$ cat src/rtl/note_mixer_pwm.sv
// Seven-voice audio output stage: per-voice attack/release envelopes, a summing
// mixer and a frame-latched single-bit PWM driver for the board's audio pin.
module note_mixer_pwm #(
  parameter int NUM_VOICES = 7,
  parameter int ENV_DIV    = 200000,
  parameter int PWM_BITS   = 8
) (
  input  logic                  clock,
  input  logic                  reset,
  input  logic [NUM_VOICES-1:0] tone_in,
  input  logic [NUM_VOICES-1:0] key_in,
  input  logic                  mute,
  output logic                  pwm_out,
  output logic [PWM_BITS-1:0]   sample_out,
  output logic                  frame_strobe,
  output logic [2:0]            active_voices
);

  localparam int PRE_W = (ENV_DIV > 1) ? $clog2(ENV_DIV) : 1;
  localparam int MIX_W = $clog2(NUM_VOICES * 15 + 1);
  localparam logic [PRE_W-1:0] PRE_LAST = PRE_W'(ENV_DIV - 1);

  logic [PRE_W-1:0]    presc;
  logic                env_tick;
  logic [3:0]          level [NUM_VOICES];
  logic [MIX_W-1:0]    mix_next;
  logic [MIX_W-1:0]    mix_reg;
  logic [2:0]          active_next;
  logic [PWM_BITS-1:0] pwm_cnt;
  logic [PWM_BITS-1:0] duty_reg;

  assign env_tick = (presc == PRE_LAST);

  always_ff @(posedge clock) begin
    if (reset)
      presc <= '0;
    else if (env_tick)
      presc <= '0;
    else
      presc <= presc + PRE_W'(1);
  end

  // Levels move one step per tick toward 15 (key held) or 0 (key released).
  always_ff @(posedge clock) begin
    if (reset) begin
      for (int i = 0; i < NUM_VOICES; i++)
        level[i] <= 4'd0;
    end else if (env_tick) begin
      for (int i = 0; i < NUM_VOICES; i++) begin
        if (key_in[i] && (level[i] != 4'd15))
          level[i] <= level[i] + 4'd1;
        else if (!key_in[i] && (level[i] != 4'd0))
          level[i] <= level[i] - 4'd1;
      end
    end
  end

  always_comb begin
    mix_next    = '0;
    active_next = '0;
    for (int i = 0; i < NUM_VOICES; i++) begin
      if (tone_in[i])
        mix_next = mix_next + MIX_W'(level[i]);
      if (level[i] != 4'd0)
        active_next = active_next + 3'd1;
    end
  end

  always_ff @(posedge clock) begin
    if (reset) begin
      mix_reg       <= '0;
      active_voices <= '0;
    end else begin
      mix_reg       <= mix_next;
      active_voices <= active_next;
    end
  end

  assign frame_strobe = &pwm_cnt;

  // Duty only changes on the last cycle of a frame, so every frame is whole.
  always_ff @(posedge clock) begin
    if (reset) begin
      pwm_cnt  <= '0;
      duty_reg <= '0;
      pwm_out  <= 1'b0;
    end else begin
      pwm_cnt <= pwm_cnt + PWM_BITS'(1);
      pwm_out <= (pwm_cnt < duty_reg);
      if (frame_strobe)
        duty_reg <= mute ? '0 : PWM_BITS'(mix_reg);
    end
  end

  assign sample_out = duty_reg;

endmodule

$ cat config.mk
export PLATFORM = sky130hd
export DESIGN_NAME = note_mixer_pwm
export DESIGN_NICKNAME = d
export VERILOG_FILES = /design/src/rtl/note_mixer_pwm.sv
export SDC_FILE = /design/constraint.sdc
export NUM_CORES = 1
export LEC_CHECK = 0
export ABC_AREA = 1
export CAP_MARGIN = 15
export CORE_MARGIN = 4
export CORE_UTILIZATION = 35
export CTS_BUF_LIST = sky130_fd_sc_hd__clkbuf_8
export DETAILED_ROUTE_END_ITERATION = 10
export PLACE_DENSITY = 0.49
export SLEW_MARGIN = 40
export SYNTH_ARGS = -nofsm -noshare
export SYNTH_HDL_FRONTEND = slang
export SYNTH_SLANG_ARGS = --single-unit
$ cat constraint.sdc
create_clock -name clock -period 7.7 [get_ports clock]
set_input_delay 1.54 -clock clock [delete_from_list [all_inputs] [get_ports clock]]
set_output_delay 1.54 -clock clock [all_outputs]
set_load 0.05 [all_outputs]
==> flow_summary.toml <==
[status]
status = "finished, final reports clean"

[worst_setup_path]
start_kind = "input port"
worst_path_max_delay_cell = "clkdlybuf4s50_1"
r2r_cells = 30
crit_fanout = 4
cp.required_ns = 7.95
worstReg2RegEnd = "mix_reg[6]$_SDFF_PP0_"
endpoint_kind = "register"
cpMostUsedCell = "nand2_1"
cp.arrival_ns = 7.42
worstReg2RegStart = "level[0][0]$_SDFFCE_PN0P_"
slowest_delay_ns = 0.53
crit_type = "in2reg"
r2r_setup_slack_ns = 1.74

[floorplan]
chipHeight_um = 132
num_io_pins = 30
start_util_pct = 35.6
die_area_um2 = 17500
fp.dieW_um = 132
core_um2 = 15200
fp-row-count = 45

[pwr]
p_per_area_nw_per_um2 = 170
p_leak_nw = 2.73
vdd_drop_max_mv = 0.0679

[detailed_routing]
routed_via_density = 4.88
drt_iter0_markers = 248
vias = 4599
antenna_left = 0
drc_errors = 0
wirelength_mm = 11.8
first_pass_iters = 4
drt-wirelength-per-cell_um = 12.5

[clock_network]
cts_setup_buffers = 0
clk_pin_slew_ns = 0.08
cts_tree = "built"
htree_levels = 3
cts_root_buf = "clkbuf_8"
clk_latency_ns = 0.36
cts_max_path_buffers = 2
cts_buffers = 9
clock-sinks = 72

[global_routing]
grt_overflow_total = 0
grt.total_usage_pct = 13.9
grt_max_degree = 23
grt_pass1_wl_mm = 20.2
grt_pass1_vias = 4423
antenna_found_initial = 0

[timing]
fin_tns_setup_ns = 0
setup_viol = 0
rsz0062_at_grt = "no"
worst_slew_pin_slew_ns = 0.733
min_period_ns = 7.16
max_slew_margin_pct = 51.0
min_period_over_period_pct = 93.0
hold_viol_final = 0
drv_slew = 0
max_freq_mhz = 140
skew_ns = 0.0119

[synthesis]
synth_edf_count = 28
syn_nets = 798
ys_seq_area_share_pct = 31.8
yosysWarningCount = 0
synth_area_um2 = 5420
yosysUniqueCellTypes = 45
syn_inst = 717
synth_area_leaders = "dfxtp_1, edfxtp_1, ha_1, nand2_1, inv_1"
ys.flop_type = "dfxtp_1"
avgSynthCellArea_um2 = 7.55
ys_seq_elements = 72
synth_common_cells = "nand2_1, inv_1, nor2_1, a21oi_1, ha_1"
synth_async_sr_flop_share_pct = 0
synth_area_leader_cell = "dfxtp_1"
synth_top_area_share_pct = 16.3
yosysMostFrequentCell = "nand2_1"

[hold_path]
hold_end = "presc[0]$_SDFF_PP0_"
hold_path.class = "reg2reg"
hold_depth = 1
hp-start = "presc[0]$_SDFF_PP0_"

[cells_and_area]
largest_register_ffs = 28
fin_nets = 830
synthToLayoutAreaGrowth_pct = 12.5
top_regs = "level (28), presc (18), pwm_cnt (8)"
layout.cells.non_filler = 942
n_antenna_cell = 0
final_cell_area_um2 = 6090
largest_register = "level"
drive_gt1_share_pct = 7.69

[run]
maxCapViolations = 0

[placed_design]
placed_area_um2 = 5900
place_hpwl_mm = 9.35
gp_congestion = 0.858
dp.cells = 926
io_buffers = 28
routing by layer:
metal / vias up / global-route usage (%) / share of wire, %
met5: - / 0 / 0
met2: 44 / 22.5 / 45
met1: 2119 / 18.3 / 50
met3: 12 / 3.47 / 3.4
met4: 0 / 4.68 / 1.6
li1: 2424 / - / -
logic make-up after synthesis:
group           count (synthesis)  synth area share [%]
simple gates                  308                  25.7
buf+inv                       124                  8.78
compound gates                122                  12.4
flops                          72                  31.8
fa+ha+maj                      64                  16.4
xor+xnor                       26                  4.83
other cells                     1                0.0692
power by group:
part | switching [mW] | internal [mW]
logic | 0.181 | 0.121
registers | 0.0185 | 0.418
clock network | 0.158 | 0.137
total | 0.358 | 0.676
cells in the final DEF (no fill, tap or decap), types with 11 or more instances in the layout:
| master | count |
|---|---|
| a211oi_1 | 11 |
| dfxtp_1 | 44 |
| edfxtp_1 | 28 |
| xor2_1 | 16 |
| o21ai_1 | 18 |
| nand2_1 | 136 |
| ha_1 | 52 |
| inv_2 | 15 |
| clkdlybuf4s50_1 | 28 |
| fa_1 | 12 |
| inv_1 | 99 |
| a21oi_1 | 54 |
| nand3_1 | 49 |
| clkbuf_8 | 11 |
| o21ai_0 | 24 |
| nor2_1 | 77 |
worst max-delay path by stage:
stage,start,to,slack (ns),cells after the start
global route,tone_in[0],mix_reg[6]$_SDFF_PP0_,0.002,34
finish,tone_in[0],mix_reg[6]$_SDFF_PP0_,0.54,31
detailed placement,tone_in[0],mix_reg[6]$_SDFF_PP0_,0.13,31
global placement,tone_in[0],mix_reg[6]$_SDFF_PP0_,0.30,37
CTS,tone_in[0],mix_reg[6]$_SDFF_PP0_,0.53,31
floorplan,tone_in[0],mix_reg[6]$_SDFF_PP0_,1.20,36
cell type report:
type	count	area, µm²
fill	1573	9110
clock buffer	11	151
timing repair buffer	28	280
inverter	117	444
multi-input combinational	521	3220
sequential	72	1720
clock inverter	5	37.5
tap	188	235
worst max-delay path: cells and delay by family:
| family | cells | cell delay, ns |
|---|---|---|
| XOR/XNOR | 1 | 0.14 |
| AO/OA/AOI/OAI | 5 | 1.10 |
| adder cells (fa/ha/maj) | 7 | 2.48 |
| buffers and inverters | 3 | 0.66 |
| AND/OR/NAND/NOR | 15 | 1.49 |
per-stage QoR:
step	setup slack [ns]	total power [mW]	utilization [%]	hold WS [ns]
2_1_floorplan	1.20	0.677	-	0.418
3_3_place_gp	0.302	0.739	38.8	0.429
3_5_place_dp	0.132	0.748	38.8	0.443
4_1_cts	0.527	1.05	40.1	0.456
5_1_grt	0.00196	1.12	40.1	0.477
6_report	0.536	1.03	40.1	0.447
timing repair:
item | in CTS | in global routing
setup endpoints to repair | 0 | 1
resized for setup | 0 | 1
hold buffers | 0 | 0
Power figures use the tool's default switching activity.
